[config.mk]
export PLATFORM = sky130hd
export DESIGN_NAME = uart_alu_if
export DESIGN_NICKNAME = d
export VERILOG_FILES = /design/src/rtl/uart_pkg.sv /design/src/rtl/uart_if_timer.sv /design/src/rtl/uart_alu_if.sv
export SDC_FILE = /design/constraint.sdc
export NUM_CORES = 1
export LEC_CHECK = 0
export ABC_AREA = 1
export BUFFER_PORTS_ARGS = -buffer_cell sky130_fd_sc_hd__buf_2
export CAP_MARGIN = 30
export CORE_MARGIN = 2
export CORE_UTILIZATION = 42
export DETAILED_ROUTE_END_ITERATION = 8
export GPL_TIMING_DRIVEN = 0
export PLACE_DENSITY = 0.84
export SKIP_CTS_REPAIR_TIMING = 1
export SLEW_MARGIN = 20
export SYNTH_ARGS = -nofsm -noshare
export SYNTH_HDL_FRONTEND = slang
export SYNTH_HIERARCHICAL = 1
export SYNTH_SLANG_ARGS = --single-unit
[constraint.sdc]
create_clock -name clk_i -period 1 [get_ports clk_i]
set_input_delay 0 -clock clk_i [delete_from_list [all_inputs] [get_ports clk_i]]
set_output_delay 0 -clock clk_i [all_outputs]
set_load 0.01 [all_outputs]
[src/rtl/uart_pkg.sv]
// Shared definitions for the UART/ALU receive sequencer: state encoding,
// default widths and the opcode set understood by the ALU.
package uart_pkg;

    localparam int NB_BIT_DEF = 8;
    localparam int NB_OP_DEF  = 6;

    typedef logic [2:0] state_t;

    localparam logic [2:0] ST_WAIT_A  = 3'd0;
    localparam logic [2:0] ST_WAIT_B  = 3'd1;
    localparam logic [2:0] ST_WAIT_OP = 3'd2;
    localparam logic [2:0] ST_EXEC    = 3'd3;
    localparam logic [2:0] ST_SEND    = 3'd4;
    localparam logic [2:0] ST_WAIT_TX = 3'd5;

    localparam logic [5:0] OP_ADD = 6'h20;
    localparam logic [5:0] OP_SUB = 6'h22;
    localparam logic [5:0] OP_AND = 6'h24;
    localparam logic [5:0] OP_OR  = 6'h25;
    localparam logic [5:0] OP_XOR = 6'h26;
    localparam logic [5:0] OP_NOR = 6'h27;
    localparam logic [5:0] OP_SRA = 6'h03;
    localparam logic [5:0] OP_SRL = 6'h02;

    // A frame is in flight from the opcode byte until the transmitter finishes.
    function automatic logic is_busy_state(input state_t s);
        return (s == ST_EXEC) || (s == ST_SEND) || (s == ST_WAIT_TX);
    endfunction

endpackage

[src/rtl/uart_if_timer.sv]
// Inter-byte timeout counter for uart_alu_if; only instantiated when
// UART_IF_TIMEOUT_EN is defined.
module uart_if_timer #(
    parameter int TIMEOUT_CYCLES = 1_000_000
) (
    input  logic clk_i,
    input  logic reset_i,
    input  logic clear_i,
    input  logic count_en_i,
    output logic expire_o
);

    localparam int NB_CNT = $clog2(TIMEOUT_CYCLES);
    localparam logic [NB_CNT-1:0] CNT_LAST = NB_CNT'(TIMEOUT_CYCLES - 1);

    logic [NB_CNT-1:0] cnt_q;
    logic [NB_CNT-1:0] cnt_d;

    // Saturate at the last value so a stalled count can never wrap.
    always_comb begin
        if (clear_i) begin
            cnt_d = {NB_CNT{1'b0}};
        end else if (count_en_i && (cnt_q != CNT_LAST)) begin
            cnt_d = cnt_q + NB_CNT'(1);
        end else begin
            cnt_d = cnt_q;
        end
    end

    always_ff @(posedge clk_i) begin
        if (reset_i) begin
            cnt_q <= {NB_CNT{1'b0}};
        end else begin
            cnt_q <= cnt_d;
        end
    end

    assign expire_o = count_en_i && (cnt_q == CNT_LAST);

endmodule

[src/rtl/uart_alu_if.sv]
// Collects operand A, operand B and opcode bytes from the UART receiver, drives
// the ALU and hands the result to the transmitter. Option: UART_IF_TIMEOUT_EN.
module uart_alu_if
    import uart_pkg::*;
#(
    parameter int NB_BIT         = NB_BIT_DEF,
    parameter int NB_OP          = NB_OP_DEF,
    parameter int TIMEOUT_CYCLES = 1_000_000
) (
    input  logic              clk_i,
    input  logic              reset_i,
    input  logic              rx_done_tick_i,
    input  logic [NB_BIT-1:0] rx_data_i,
    input  logic [NB_BIT-1:0] alu_result_i,
    input  logic              tx_done_tick_i,
    output logic [NB_BIT-1:0] data_a_o,
    output logic [NB_BIT-1:0] data_b_o,
    output logic [NB_OP-1:0]  data_op_o,
    output logic              tx_start_o,
    output logic [NB_BIT-1:0] tx_data_o,
    output logic              busy_o,
    output logic              timeout_o
);

    state_t            state_q, state_d;
    logic [NB_BIT-1:0] data_a_q, data_a_d;
    logic [NB_BIT-1:0] data_b_q, data_b_d;
    logic [NB_OP-1:0]  data_op_q, data_op_d;
    logic [NB_BIT-1:0] tx_data_q, tx_data_d;
    logic              timeout_q, timeout_d;
    logic              timer_clear_s;
    logic              timer_en_s;
    logic              expire_s;

    assign timer_en_s = (state_q == ST_WAIT_B) || (state_q == ST_WAIT_OP);

    // A byte arriving in the expiry cycle takes priority over the timeout.
    always_comb begin
        state_d       = state_q;
        data_a_d      = data_a_q;
        data_b_d      = data_b_q;
        data_op_d     = data_op_q;
        tx_data_d     = tx_data_q;
        timeout_d     = 1'b0;
        timer_clear_s = 1'b0;
        case (state_q)
            ST_WAIT_A: begin
                if (rx_done_tick_i) begin
                    data_a_d      = rx_data_i;
                    timer_clear_s = 1'b1;
                    state_d       = ST_WAIT_B;
                end else begin
                    state_d = ST_WAIT_A;
                end
            end
            ST_WAIT_B: begin
                if (rx_done_tick_i) begin
                    data_b_d      = rx_data_i;
                    timer_clear_s = 1'b1;
                    state_d       = ST_WAIT_OP;
                end else if (expire_s) begin
                    timeout_d = 1'b1;
                    state_d   = ST_WAIT_A;
                end else begin
                    state_d = ST_WAIT_B;
                end
            end
            ST_WAIT_OP: begin
                if (rx_done_tick_i) begin
                    data_op_d = rx_data_i[NB_OP-1:0];
                    state_d   = ST_EXEC;
                end else if (expire_s) begin
                    timeout_d = 1'b1;
                    state_d   = ST_WAIT_A;
                end else begin
                    state_d = ST_WAIT_OP;
                end
            end
            ST_EXEC: begin
                tx_data_d = alu_result_i;
                state_d   = ST_SEND;
            end
            ST_SEND: begin
                state_d = ST_WAIT_TX;
            end
            ST_WAIT_TX: begin
                if (tx_done_tick_i) begin
                    state_d = ST_WAIT_A;
                end else begin
                    state_d = ST_WAIT_TX;
                end
            end
            default: begin
                state_d = ST_WAIT_A;
            end
        endcase
    end

    always_ff @(posedge clk_i) begin
        if (reset_i) begin
            state_q   <= ST_WAIT_A;
            data_a_q  <= {NB_BIT{1'b0}};
            data_b_q  <= {NB_BIT{1'b0}};
            data_op_q <= {NB_OP{1'b0}};
            tx_data_q <= {NB_BIT{1'b0}};
            timeout_q <= 1'b0;
        end else begin
            state_q   <= state_d;
            data_a_q  <= data_a_d;
            data_b_q  <= data_b_d;
            data_op_q <= data_op_d;
            tx_data_q <= tx_data_d;
            timeout_q <= timeout_d;
        end
    end

`ifdef UART_IF_TIMEOUT_EN
    uart_if_timer #(
        .TIMEOUT_CYCLES(TIMEOUT_CYCLES)
    ) u_timer (
        .clk_i     (clk_i),
        .reset_i   (reset_i),
        .clear_i   (timer_clear_s),
        .count_en_i(timer_en_s),
        .expire_o  (expire_s)
    );
`else
    logic unused_cfg;
    assign expire_s   = 1'b0;
    assign unused_cfg = timer_clear_s ^ timer_en_s ^ (TIMEOUT_CYCLES < 2);
`endif

    assign data_a_o   = data_a_q;
    assign data_b_o   = data_b_q;
    assign data_op_o  = data_op_q;
    assign tx_data_o  = tx_data_q;
    assign timeout_o  = timeout_q;
    assign tx_start_o = (state_q == ST_SEND);
    assign busy_o     = is_busy_state(state_q);

endmodule

* Yosys cells after proc, flatten, opt, wreduce, memory -nomap -nowiden
Index checks and enable logic that the tools add are counted.
Widths: inputs -> output; s select.
** Cells by class
- Reduce and logical (&&, ||, !) cells :: 6
- Equality and inequality tests :: 5
- Muxes and demuxes :: 5
** Operators by type and width (number)
- $pmux 3 s6 :: 1
- $eq 3x2->1 const B :: 2
- $eq 3x3->1 const B :: 2
- $reduce_and 2->1 :: 3
- $eq 3x1->1 const B :: 1
- $logic_not 3->1 :: 1
- $mux 3 :: 1
- $logic_or 1x1->1 :: 2
- $mux 1 :: 2
- $mux 2 :: 1
** Storage, ports and cells
- Input port bits :: 20
- Output and inout bits :: 33
- Word-level logic and storage cells :: 21
- Register bits after elaboration :: 33

* Logic depth before layout (Yosys ltp)
- Depth after elaboration :: 3
- Mapped depth :: 8
- Depth with buffers taken out :: 6

* Least setup slack after synthesis
No wires, ideal clock.
- Path type :: reg-to-reg
- From :: reg state_q[1]
- To :: reg data_b_q[1] (netlist: data_b_o[1])
- Library setup time :: 0.113 ns
- Buffers on the path :: 2
- Stages on the path, launching flop included :: 9
- Data required time :: 0.887 ns
- Arrival time :: 1.003 ns
- Period minus slack after synthesis :: 1.116 ns
- Path slack :: -0.116 ns
- Cells stage by stage :: dfxtp_1 > clkbuf_2 > clkinv_2 > nand2_1 > nor2_4 > buf_6 > nand2_1 > nand2_1 > nor2_1
** On the way
- Cells in the longest elaborated chain, start to end :: 2
** RTL lines
- start, declared :: line uart_alu_if.sv:25 : state_t state_q, state_d;
- start signal, assigned :: line uart_alu_if.sv:108 : state_q <= state_d;
- $eq 3x1->1 :: line uart_alu_if.sv:46 : case (state_q)
- $reduce_and 2->1 (no source line)
- end signal, assigned :: line uart_alu_if.sv:103 : data_b_q <= {NB_BIT{1'b0}};
- end signal, assigned :: line uart_alu_if.sv:110 : data_b_q <= data_b_d;
- end, declared :: line uart_alu_if.sv:27 : logic [NB_BIT-1:0] data_b_q, data_b_d;
No other way between the ends.
A chain may end at the register's enable or synchronous reset.

* Final worst setup path
- From :: reg state_q[1]
- To :: out busy_o
** On the way
- Cells in the longest elaborated chain, start to end :: 3
- Elaborated cells on any way between the ends :: 5
- Classes of those cells :: eq/ne: 3; reduce/logical: 2
** RTL lines
- $eq 3x2->1 or $eq 3x3->1 (tied branches) :: line uart_pkg.sv:28 : return (s == ST_EXEC) || (s == ST_SEND) || (s == ST_WAIT_TX);
- $logic_or 1x1->1 :: line uart_pkg.sv:28
- $logic_or 1x1->1 * :: line uart_pkg.sv:28
- end, declared :: line uart_alu_if.sv:21 : output logic busy_o,
Every way passes the cells marked *; elsewhere a longest branch is shown, timed or not.

==> out/metrics.yaml <==
status:
  outcome: "complete, but fails checks"
  violations: "negative setup slack"
setup_path:
  crit_type: "reg2out"
  cp-startpoint: "state_q[1]"
  cp.required_ns: 1.00
  cp-endpoint: "busy_o"
  r2r_end: "data_b_o[1]"
  reg2reg_depth: 9
  start_kind: "flip-flop"
  cp_slowest_cell: "dfxtp_2"
  cp.arrival_ns: 1.38
  cp_slowest_stage_delay_ns: 0.34
  path_cells: "buf_8 -> nand2_4 -> nor2_4 -> clkinv_4 -> o21ai_2 -> buf_2"
  r2r-start: "state_q[1]"
  cp_max_fo: 7
  cp-end-kind: "primary output"
  reg2reg_slack_ns: -0.29
final_layout:
  fillers: 238
  nNetsFinal: 295
  area_delta_synth_final_pct: 57.2
  n_antenna_cell: 0
  seqCellArea_um2: 667
  drive_gt1_share_pct: 37.0
  multi_input_area_um2: 611
  finalInstanceArea_um2: 2070
sta:
  hold_viol: 0
  period_share_pct: 138
  slew_viol_final: 0
  finClkSkew_ns: 0.00832
  min_period_ns: 1.38
  max_freq_mhz: 724
  fin_ws_ns: -0.380
  setup_viol: 35
  rsz0062_at_grt: "yes"
flow_run:
  max_cap_violations: 0
pwr:
  power_mw: 2.68
  vdd_ir_drop_max_v: 0.000967
  powerDensity_nw_per_um2: 1290
  p_leak_nw: 1.05
yosys:
  synthSimpleGateAreaFrac_pct: 34.4
  yosys.area_share.adder_pct: 0
  ys_seq_area_share_pct: 50.2
  yosys_warnings: 6
  synth-xor-area-share_pct: 0
  synth_cell_types: 20
  avgSynthCellArea_um2: 7.15
  synthMuxAreaShare_pct: 0
  synth_top_family_by_area: "simple AND/OR/NAND/NOR gates"
  syn-num-nets: 204
  syn-cell-area_um2: 1320
  syn_inst: 184
  synth_compound_area_share_pct: 7.22
  ys_ff_latch: 33
global_route:
  grt_antenna_before_repair: 0
  grt_pass1_vias: 1150
  grt_overflow: 0
  grt_max_degree: 11
  grt.total_usage_pct: 18.4
  grt_pass1_wl_mm: 4.85
drt:
  viasPerCell: 4.63
  vias: 1483
  antenna_left: 0
  dr.pass1.iters: 4
  detail_route.iter0.violations: 62
  routedWlPerCell_um: 11.8
  drc_errors: 0
  routed_wl_mm: 3.77
clock_network:
  root_buffer: "clkbuf_4"
  path_clk_slew_ns: 0.10
  htree_levels: 2
  cts-buffers-inserted: 5
  cts_sinks: 33
  clock_latency_ns: 0.34
  cts_tree: "yes"
  clock_path_buffers: 2
placed_design:
  portBuffers: 50
  dpl.hpwl_mm: 2.22
  place_ws_ns: -0.190
  place_area_um2: 1660
  place_congestion: 0.846
die:
  num_rows: 20
  chipWidth_um: 60.0
  ioPinCount: 53
  die_area_um2: 3600
  die_height_um: 60.0
  core_area_um2: 3030
  start_util_pct: 43.5
min_path:
  hp-class: "in2reg"
==> kinds of logic (layout without fill, tap and decap cells) <==
kind of cell           count (synthesis)  count (layout)
AO/OA/AOI/OAI                         19              19
flip-flops                            33              33
AND/OR/NAND/NOR                      108             108
other                                  1               1
buffers and inverters                 23             115
==> state kept, by name, summed over array words and instances, names as in the netlist <==
register   flops
data_a_o       8
tx_data_o      8
data_op_o      6
state_q        3
data_b_o       8
==> cell type report <==
cell class	count	area share, %
repair buffers	84	27.1
flip-flops and latches	33	32.2
multi-input cells	128	29.5
plain buffers	7	2.54
well taps	44	2.66
clock buffers	6	2.00
inverters	16	3.45
clock inverters	2	0.484
==> how the worst min path moves through the flow <==
stage | from | to | slack [ns] | depth (start not counted)
final | rx_done_tick_i | data_op_o[3] | 0.02 | 4
after global routing | rx_done_tick_i | data_op_o[5] | 0.03 | 4
after CTS | alu_result_i[4] | tx_data_o[4] | -0.13 | 3
after detailed placement | alu_result_i[0] | tx_data_o[0] | 0.23 | 3
after global placement | alu_result_i[4] | tx_data_o[4] | 0.22 | 3
after floorplan | alu_result_i[0] | tx_data_o[0] | 0.13 | 2
==> Yosys cell counts, drive strengths merged <==
cell	count	area, µm²
a21oi	10	50.1
buf	3	26.3
clkbuf	4	16.3
clkinv	2	8.75
conb	1	3.75
dfxtp	33	661
inv	14	52.6
nand2	38	145
nand3	11	55.1
nand4	6	37.5
nor2	52	210
nor3	1	5.00
o21ai	9	45.0
==> critical path: cells and delay by family (launching register included) <==
kind	cells	cell delay (ns)
buf+inv	3	0.35
flops	1	0.34
simple gates	2	0.27
compound gates	1	0.07
==> cell usage in the layout, fill, tap and decap left out, types with 2 or more instances in the layout <==
cell type,netlist,final
a21oi_1,10,8
a21oi_2,0,2
buf_2,0,50
buf_4,2,15
buf_6,1,4
clkbuf_1,3,4
clkbuf_4,0,5
clkinv_2,1,3
clkinv_4,0,2
dfxtp_1,33,30
dfxtp_2,0,2
dlygate4sd3_1,0,18
inv_1,11,11
inv_2,3,2
nand2_1,37,34
nand2_2,1,2
nand2_4,0,2
nand3_1,11,11
nand4_1,6,6
nor2_1,48,42
nor2_2,3,6
nor2_4,1,4
o21ai_0,9,8
==> through the flow <==
| stage | cells | hold WS, ns | utilization [%] | setup TNS (ns) |
|---|---|---|---|---|
| floorplan | 184 | 0.135 | - | -0.456 |
| CTS | 286 | -0.127 | 56.4 | -5.52 |
| global placement | 278 | 0.220 | 54.8 | -3.74 |
| detailed placement | 278 | 0.230 | 54.8 | -4.20 |
| global route | 320 | 0.0283 | 68.3 | -10.99 |
| finish | 320 | 0.0241 | 68.3 | -8.27 |
==> power breakdown <==
group / internal [mW] / total [mW] / switching (mW)
clock network: 0.267 / 0.718 / 0.451
registers: 1.38 / 1.42 / 0.0411
logic: 0.254 / 0.537 / 0.282
==> metal layers <==
metal  vias up  wire [µm]  global-route usage (%)
met5         -          0                       0
met4         0        115                    7.94
met3        12        226                    6.06
met2        56       1740                    29.7
met1       661       1680                    22.2
li1        754          -                       -
No activity file was read; power rests on OpenSTA's default activity.
